[src/rtl/f1_pkg.sv]
// Shared types and constants for the F1 lights-out timer.
package f1_pkg;

  typedef enum logic [2:0] {
    IDLE  = 3'd0,
    DELAY = 3'd1,
    REACT = 3'd2,
    DONE  = 3'd3,
    FAULT = 3'd4
  } state_e;

  localparam logic [7:0] LIGHTS_FULL = 8'hFF;
  localparam logic [6:0] LFSR_SEED   = 7'h01;

  // Maximal-length 7-bit Fibonacci step (taps 7,6); never reaches zero from a non-zero seed.
  function automatic logic [6:0] lfsr7_next(input logic [6:0] cur);
    return {cur[5:0], cur[6] ^ cur[5]};
  endfunction

endpackage

[src/rtl/f1_lfsr7.sv]
// Free-running 7-bit LFSR, period 127, seeded on reset.
module f1_lfsr7
  import f1_pkg::*;
(
  input  logic       clk,
  input  logic       rst,
  output logic [6:0] q
);

  logic [6:0] q_q;
  logic [6:0] q_d;

  // Advance every clock; randomness comes from when the lights happen to fill.
  always_comb begin
    q_d = lfsr7_next(q_q);
  end

  // LFSR state register.
  always_ff @(posedge clk or posedge rst) begin
    if (rst) begin
      q_q <= LFSR_SEED;
    end else begin
      q_q <= q_d;
    end
  end

  assign q = q_q;

endmodule

[src/rtl/f1_lights_out_timer.sv]
// F1 lights-out timer: after all lights are on, waits a pseudo-random number of ticks,
// pulses lights_out, then measures reaction time in ticks and flags jump starts.
// Build option: define DEBUG_FIXED_DELAY_EN to load FIXED_DELAY instead of a random delay.
module f1_lights_out_timer
  import f1_pkg::*;
#(
  parameter int unsigned MIN_DELAY   = 8,
  parameter int unsigned CNT_W       = 16,
  parameter int unsigned FIXED_DELAY = 20
) (
  input  logic             clk,
  input  logic             rst,
  input  logic             tick,
  input  logic [7:0]       lights,
  input  logic             button,
  output logic             lights_out,
  output logic [CNT_W-1:0] react_time,
  output logic             react_valid,
  output logic             jump_start,
  output logic             busy
);

`ifdef DEBUG_FIXED_DELAY_EN
  localparam bit UseFixedDelay = 1'b1;
`else
  localparam bit UseFixedDelay = 1'b0;
`endif

  localparam logic [7:0] MinLoad = 8'(MIN_DELAY);
  localparam logic [7:0] FixLoad = 8'(FIXED_DELAY);

  state_e           state_q, state_d;
  logic             full_q;
  logic [7:0]       dcnt_q, dcnt_d;
  logic [CNT_W-1:0] rcnt_q, rcnt_d;
  logic [CNT_W-1:0] react_time_q, react_time_d;
  logic             lights_out_q, lights_out_d;
  logic [6:0]       lfsr_q;
  logic             full;
  logic [7:0]       delay_load;

  f1_lfsr7 u_lfsr (
    .clk (clk),
    .rst (rst),
    .q   (lfsr_q)
  );

  assign full       = (lights == LIGHTS_FULL);
  // Max random load is MIN_DELAY + 127, which fits in 8 bits for the default MIN_DELAY.
  assign delay_load = UseFixedDelay ? FixLoad : (MinLoad + {1'b0, lfsr_q});

  // Next-state, counter and result logic for the start/reaction sequence.
  always_comb begin
    state_d      = state_q;
    dcnt_d       = dcnt_q;
    rcnt_d       = rcnt_q;
    react_time_d = react_time_q;
    lights_out_d = 1'b0;
    case (state_q)
      IDLE: begin
        if (full && !full_q) begin
          dcnt_d  = delay_load;
          state_d = DELAY;
        end
      end
      DELAY: begin
        if (!full) begin
          state_d = IDLE;
        end else if (button) begin
          state_d = FAULT;
        end else if (tick) begin
          // A zero load expires on the first tick just like a load of one.
          if (dcnt_q <= 8'd1) begin
            state_d      = REACT;
            lights_out_d = 1'b1;
            rcnt_d       = '0;
          end else begin
            dcnt_d = dcnt_q - 8'd1;
          end
        end
      end
      REACT: begin
        if (!full) begin
          state_d = IDLE;
        end else if (button) begin
          state_d      = DONE;
          react_time_d = rcnt_q;
        end else if (tick && (rcnt_q != {CNT_W{1'b1}})) begin
          rcnt_d = rcnt_q + 1'b1;
        end
      end
      DONE: begin
        if (!full) state_d = IDLE;
      end
      FAULT: begin
        if (!full) state_d = IDLE;
      end
      default: state_d = IDLE;
    endcase
  end

  // State, counters and registered outputs.
  always_ff @(posedge clk or posedge rst) begin
    if (rst) begin
      state_q      <= IDLE;
      full_q       <= 1'b0;
      dcnt_q       <= '0;
      rcnt_q       <= '0;
      react_time_q <= '0;
      lights_out_q <= 1'b0;
    end else begin
      state_q      <= state_d;
      full_q       <= full;
      dcnt_q       <= dcnt_d;
      rcnt_q       <= rcnt_d;
      react_time_q <= react_time_d;
      lights_out_q <= lights_out_d;
    end
  end

  assign lights_out  = lights_out_q;
  assign react_time  = react_time_q;
  assign react_valid = (state_q == DONE);
  assign jump_start  = (state_q == FAULT);
  assign busy        = (state_q != IDLE);

endmodule

[config.mk]
export PLATFORM = sky130hd
export DESIGN_NAME = f1_lights_out_timer
export DESIGN_NICKNAME = d
export VERILOG_FILES = /design/src/rtl/f1_pkg.sv /design/src/rtl/f1_lfsr7.sv /design/src/rtl/f1_lights_out_timer.sv
export SDC_FILE = /design/constraint.sdc
export NUM_CORES = 1
export LEC_CHECK = 0
export BUFFER_PORTS_ARGS = -buffer_cell sky130_fd_sc_hd__clkbuf_2
export CAP_MARGIN = 30
export CORE_MARGIN = 10
export CORE_UTILIZATION = 52
export DETAILED_ROUTE_END_ITERATION = 12
export HOLD_SLACK_MARGIN = 0.02
export PLACE_DENSITY = 0.74
export SYNTH_ARGS = -nofsm -noshare
export SYNTH_HDL_FRONTEND = slang
export SYNTH_SLANG_ARGS = --single-unit
[constraint.sdc]
create_clock -name clk -period 2.2 [get_ports clk]
set_clock_uncertainty 0.15 [all_clocks]
set_input_delay 0.44 -clock clk [delete_from_list [all_inputs] [get_ports clk]]
set_output_delay 0.44 -clock clk [all_outputs]
set_load 0.01 [all_outputs]
==> results by group, run 1 <==
Synthesis
  • Most numerous cell in the Yosys netlist: dfrtp_1
  • Mapped Nets: 273
  • Average size of a mapped cell: 10.4 um^2
  • Seq/Total Area, Yosys: 49.1%
  • Mapped Area: 2650 um^2
  • Netlist cell types: 52
  • Largest area contributor in the netlist: dfrtp_1
  • Gate Count Post-Synth: 256
  • Register bit total from synthesis: 52
  • Number of flops mapped to enable cells by yosys: 0
  • Synth top area cells: dfrtp_1 (48%), mux2_2 (5.5%), a21oi_1 (4.9%), mux2i_1 (3.8%), nand3_1 (2.8%)
  • Post-synthesis compound-gate area fraction: 14.9%
  • Largest family of logic cells by synthesized area: simple AND/OR/NAND/NOR gates
  • Most frequent cells after synthesis: dfrtp_1 (51), a21oi_1 (26), nor2_1 (17)
  • Adder-Cell Fraction of Synth Area: 2.36%
  • Top cell type's share of synthesized area: 48.1%
  • Post-synthesis xor/xnor area fraction: 0.660%
  • Simple-Gate Fraction of Synth Area: 19.0%
  • Mux cell area share after synthesis: 9.86%
  • Synth warn: 0
  • Top_reg_cell synth: dfrtp_1
  • Synth async-reset ratio: 100%

Cells and area
  • Syn-to-layout area delta: 15.9%
  • FF+latch area: 1300 um^2
  • Core Util, Final: 63.4%
  • Area of the multi-input gates: 1240 um^2
  • Fillers: 406
  • ANT cells: 0
  • Nets: 317
  • Share of cells above drive strength 1: 28.6%

Placed design
  • Buffers on Ports: 31
  • Pre-CTS worst setup slack: 0.125 ns
  • Dpl hpwl: 4120 um
  • Routability congestion estimate: 0.825

STA
  • Setup TNS: 0 ns
  • Setup violators final: 0
  • Fmax: 485 MHz
  • Final WS setup: 0.136 ns
  • Fin crit period: 2.06 ns
  • Slew Limit Fails: 0
  • Final hold viol count: 0
  • RSZ-0062 raised after global routing: no
  • Slew @ Worst Pin: 0.514 ns
  • Slew HR: 65.6%
  • Final Cycle Share: 93.8%

Detailed routing
  • Total wire length: 5670 um
  • Final antenna-violating net count: 0
  • DR pass1 iterations: 4
  • Via count: 2086
  • Number of DRC markers in iteration 0: 156
  • DRC: 0
  • DR WL/cell: 15.4 um
  • Post-DR vias/cell: 5.67

CTS
  • Clock-pin slew on the worst setup and hold paths: 0.10 ns
  • H-tree levels: 2
  • Worst-Skew Late Latency: 0.31 ns
  • Clk buf depth: 2
  • Clock Sinks: 52
  • CTS tree: built
  • CTS Buf Count: 5
  • CTS root buffer: clkbuf_8

Worst setup path
  • Crit path largest cell delay: 0.43 ns
  • Critical Path Fanout Max: 16
  • Kind of critical path: flop to flop
  • Arrival @ worst endpoint: 2.10 ns
  • Critical Path Slowest Stage Cell: dfrtp_1
  • Req. time, crit path: 2.24 ns
  • Critical path, cell by cell: or3_1 -> nor3b_2 -> nand4_2 -> buf_4 -> a21oi_1 -> mux2i_1
  • Crit. End Element: flop
  • Worst setup SP type: flop

Floorplan
  • Die height: 91.4 um
  • Boundary pin count: 32
  • Row count: 25
  • Core Area: 4850 um^2
  • Die ar.: 8360 um^2
  • Initial Util: 54.7%
  • DIE WIDTH: 91.4 um

GRT
  • Initial antenna violation count: 0
  • Number of global-route vias before repair: 2095
  • Remaining global-route overflow: 0
  • First-pass GRT wire length: 9810 um
  • Total GRT Usage: 13.8%
  • Largest net degree at the start of global routing: 27

Job
  • Max Cap Viol: 0

Status
  • Status: completed

Hold path
  • Min-delay worst type: flop to flop

Power
  • Power Density: 535 nW/um^2
  • Lkg Pwr: 1.51 nW
  • VDD IR max: 0.302 mV
-- flip-flops by register name (all words and copies together) (netlist names) --
register,cells
lights_out,1
u_lfsr.q,7
full_q,1
react_time,16
dcnt_q,8
rcnt_q,16
state_q,3
-- final timing paths --
kind / from / endpoint / slack, ns / cells past startpoint
worst max-delay path: dcnt_q[5] / rcnt_q[8] / 0.14 / 6
worst min-delay path: u_lfsr.q[2] / u_lfsr.q[3] / 0.23 / 0
worst max register to register: dcnt_q[5] / rcnt_q[8] / 0.14 / 6
worst min register to register: u_lfsr.q[2] / u_lfsr.q[3] / 0.23 / 0
max in group asynchronous: rst / u_lfsr.q[0] / 0.92 / 4
min in group asynchronous: rst / react_time[6] / 0.46 / 3
-- critical path, delay by kind of cell (launching register included) --
kind                   cells  cell delay (ns)
AOI/OAI and AO/OA          1             0.19
DFF                        1             0.43
and+or+nand+nor            3             0.85
muxes                      1             0.09
buffers and inverters      1             0.23
-- layout by cell type (no fill, tap or decap), types with 2 or more instances in the layout --
cell type / count
clkbuf_8: 5
nor3b_1: 2
clkbuf_2: 31
o22ai_1: 2
and2_4: 2
mux2_2: 13
a21oi_1: 26
and2_1: 2
nand3_1: 15
nor3_1: 4
a22o_1: 3
dfrtp_1: 51
inv_1: 9
or3_1: 2
ha_1: 4
o31ai_1: 2
mux2i_1: 10
o21ai_0: 12
buf_4: 18
nand4_1: 9
and3_1: 5
nand2_1: 16
a31oi_1: 6
nor2_1: 17
-- per-layer routing --
metal | vias up | part of all wire, % | global-route usage, %
li1 | 1024 | - | -
met1 | 1001 | 45 | 18.0
met2 | 55 | 47 | 21.6
met3 | 6 | 6.3 | 3.79
met4 | 0 | 1.1 | 4.31
met5 | - | 0 | 0
-- logic make-up after synthesis --
kind of cell	count (synthesis)
AND/OR/NAND/NOR	87
XOR/XNOR	2
flip-flops	52
adder cells (fa/ha/maj)	5
AO/OA/AOI/OAI	62
buffers and inverters	24
multiplexers	24
-- stage by stage --
step	hold WS [ns]	total power (W)	area (um^2)	cells
6_report	0.234	0.00165	3080	368
5_1_grt	0.249	0.00171	3080	368
4_1_cts	0.243	0.00166	3070	368
3_5_place_dp	0.224	0.00111	2970	359
3_3_place_gp	0.225	0.00111	2970	359
2_1_floorplan	0.199	0.00106	2650	256
-- final cells by class --
| type | count | share of cell area, % |
|---|---|---|
| inverter | 10 | 1.22 |
| clock buffer | 5 | 2.24 |
| tap | 67 | 2.73 |
| multi-input combinational | 180 | 40.4 |
| timing repair buffer | 51 | 10.4 |
| clock inverter | 3 | 0.692 |
| sequential | 52 | 42.4 |
-- report_power, final --
group	internal [W]	leakage, nW	switching [W]
Combinational	0.0000475	0.762	0.0000651
Sequential	0.000967	0.701	0.0000129
Clock	0.000226	0.0445	0.000326
-- repair_timing --
item                                   in CTS  in global routing
resized for setup                           0                  1
buffers inserted                            0                  0
hold buffers                                1                  0
setup endpoints to repair                   0                  4
endpoints found under the hold margin      14                  0
(Power assumes the default switching activity.)
==> inputs of run 2 (changes only) <==
--- a/config.mk
+++ b/config.mk
@@ -8,10 +8,11 @@
 export BUFFER_PORTS_ARGS = -buffer_cell sky130_fd_sc_hd__clkbuf_2
 export CAP_MARGIN = 30
 export CORE_MARGIN = 10
-export CORE_UTILIZATION = 52
+export CORE_UTILIZATION = 30
+export CTS_BUF_LIST = sky130_fd_sc_hd__clkbuf_4
 export DETAILED_ROUTE_END_ITERATION = 12
 export HOLD_SLACK_MARGIN = 0.02
-export PLACE_DENSITY = 0.74
+export PLACE_DENSITY = 0.47
 export SYNTH_ARGS = -nofsm -noshare
 export SYNTH_HDL_FRONTEND = slang
 export SYNTH_SLANG_ARGS = --single-unit
==> results by group, run 2 (synthesis gave the netlist of run 1 again) <==
Status
  • Status: completed

Job
  • Max Cap Viol: 0 (unchanged)

Power
  • Power Density: 494 nW/um^2 (-7.6%)
  • VDD IR max: 0.181 mV (-40%)
  • Lkg Pwr: 1.53 nW (+1.3%)

STA
  • Slew Limit Fails: 0 (unchanged)
  • Slew HR: 61.5% (-4.1 points)
  • Setup TNS: 0 ns (unchanged)
  • Slew @ Worst Pin: 0.575 ns (+0.0615 ns)
  • RSZ-0062 raised after global routing: no
  • Final WS setup: 0.110 ns (-0.0258 ns)
  • Fin crit period: 2.09 ns (+0.0258 ns)
  • Final Cycle Share: 95.0% (+1.2 points)
  • Final hold viol count: 0 (unchanged)
  • Setup violators final: 0 (unchanged)
  • Fmax: 479 MHz (-1.2%)

GRT
  • Total GRT Usage: 9.77% (-4.0 points)
  • Number of global-route vias before repair: 2126 (+1.5%)
  • First-pass GRT wire length: 10600 um (+8.4%)
  • Largest net degree at the start of global routing: 53 (+96%)
  • Initial antenna violation count: 0 (unchanged)
  • Remaining global-route overflow: 0 (unchanged)

Worst setup path
  • Reg-to-Reg Start: dcnt_q[5]
  • Reg2reg setup slack: 0.17 ns (+0.03 ns)
  • Kind of critical path: flop to output pin
  • Req. time, crit path: 1.61 ns (-0.63 ns)
  • Critical path startpoint: state_q[2]
  • Critical Path Fanout Max: 9 (-7)
  • Worst setup SP type: flop
  • Crit. End Element: output pin
  • Arrival @ worst endpoint: 1.50 ns (-0.60 ns)

Floorplan
  • Initial Util: 30.6% (-24 points)
  • Die height: 114 um (+25%)
  • Core Area: 8680 um^2 (+79%)
  • Die ar.: 13000 um^2 (+56%)
  • Boundary pin count: 32 (unchanged)
  • DIE WIDTH: 114 um (+25%)
  • Row count: 34 (+36%)

Detailed routing
  • Via count: 2103 (+0.81%)
  • Post-DR vias/cell: 5.08 (-10%)
  • DRC: 0 (unchanged)
  • Number of DRC markers in iteration 0: 92 (-41%)
  • DR pass1 iterations: 4 (unchanged)
  • Total wire length: 6250 um (+10%)
  • DR WL/cell: 15.1 um (-2.1%)
  • Final antenna-violating net count: 0 (unchanged)

CTS
  • Clk buf depth: 2 (unchanged)
  • CTS Buf Count: 5 (unchanged)
  • CTS root buffer: clkbuf_4
  • # Post-CTS Setup Buffers: 0 (unchanged)
  • CTS tree: built
  • H-tree levels: 2 (unchanged)
  • Worst-Skew Late Latency: 0.38 ns (+0.07 ns)
  • Clock Sinks: 52 (unchanged)
  • Clock-pin slew on the worst setup and hold paths: 0.17 ns (+0.07 ns)

Cells and area
  • Syn-to-layout area delta: 19.2%
  • Area of the multi-input gates: 1250 um^2 (+1.0%)
  • Share of cells above drive strength 1: 30.7% (+2.1 points)
  • Layout Cells excl Fill: 414 (+13%)
  • Most frequent cells in the layout: dfrtp_1 (50), clkbuf_2 (31), a21oi_1 (26)
  • ANT cells: 0 (unchanged)
  • FF+latch area: 1300 um^2 (about the same)
  • Design Area, Final: 3160 um^2 (+2.8%)
  • Nets: 322 (+1.6%)
  • Fillers: 916 (+130%)
  • Most common cell after layout, fill and taps aside: dfrtp_1

Placed design
  • Placed Area: 3070 um^2 (+3.4%)
  • Pre-CTS worst setup slack: 0.0902 ns (-0.0346 ns)
  • Routability congestion estimate: 0.798 (-3.3%)
  • Dpl hpwl: 4430 um (+7.5%)
  • Buffers on Ports: 31 (unchanged)
  • Placed Cells: 405 (+13%)

Hold path
  • Hold Startpoint: u_lfsr.q[2]
  • Min-delay worst type: flop to flop
run 2: cell count changes in the layout (fill, tap and decap cells not counted), sizes merged:
cell / previous run / this run
clkinvlp: 1 / 0
inv: 11 / 10
clkbuf: 36 / 38
buf: 19 / 24
run 2: report_power, final:
group          leakage, nW  total, W  switching, W  internal, W
clock network       0.0363  0.000466      0.000312     0.000154
logic                0.792  0.000113     0.0000641    0.0000492
registers            0.699  0.000984     0.0000162     0.000968
run 2: area by class of cell:
cell class / count / area share (%)
clock buffers: 7 / 1.66
clock inverters: 1 / 0.277
inverters: 10 / 1.19
multi-input cells: 180 / 39.7
flip-flops and latches: 52 / 41.2
well taps: 108 / 4.27
repair buffers: 56 / 11.7
run 2: worst max-delay path: stages, from the launching register on:
cell and delay [ns]:
dfrtp_2 0.52, or3_1 0.44, clkbuf_2 0.15
run 2: layer usage:
layer,part of all wire [%],wire length (um),up-vias,track usage (%)
met1,48,2980,1035,13.0
met3,4.6,285,5,2.62
met5,0,0,-,0
met4,0.77,48,0,2.67
li1,-,-,1033,-
met2,47,2940,30,15.3
run 2: stage by stage:
| step | power (W) | hold slack, ns | utilization, % |
|---|---|---|---|
| finish | 0.00156 | 0.243 | 36.4 |
| global route | 0.00163 | 0.255 | 36.4 |
| CTS | 0.00158 | 0.252 | 36.2 |
| detailed placement | 0.00111 | 0.210 | 35.4 |
| global placement | 0.00111 | 0.222 | 35.4 |
| floorplan | 0.00106 | 0.199 | - |
run 2: what timing repair did:
action,CTS,global route
resized for setup,0,5
endpoints found under the setup margin,0,16
hold buffers,1,0
hold endpoints to repair,51,0
run 2: worst paths after layout:
kind | end | depth (start not counted)
worst min-delay path | u_lfsr.q[3] | 0
worst min register to register | u_lfsr.q[3] | 0
max in group asynchronous | u_lfsr.q[0] | 4
worst max-delay path | busy | 2
worst max register to register | rcnt_q[15] | 6
min in group asynchronous | react_time[1] | 4
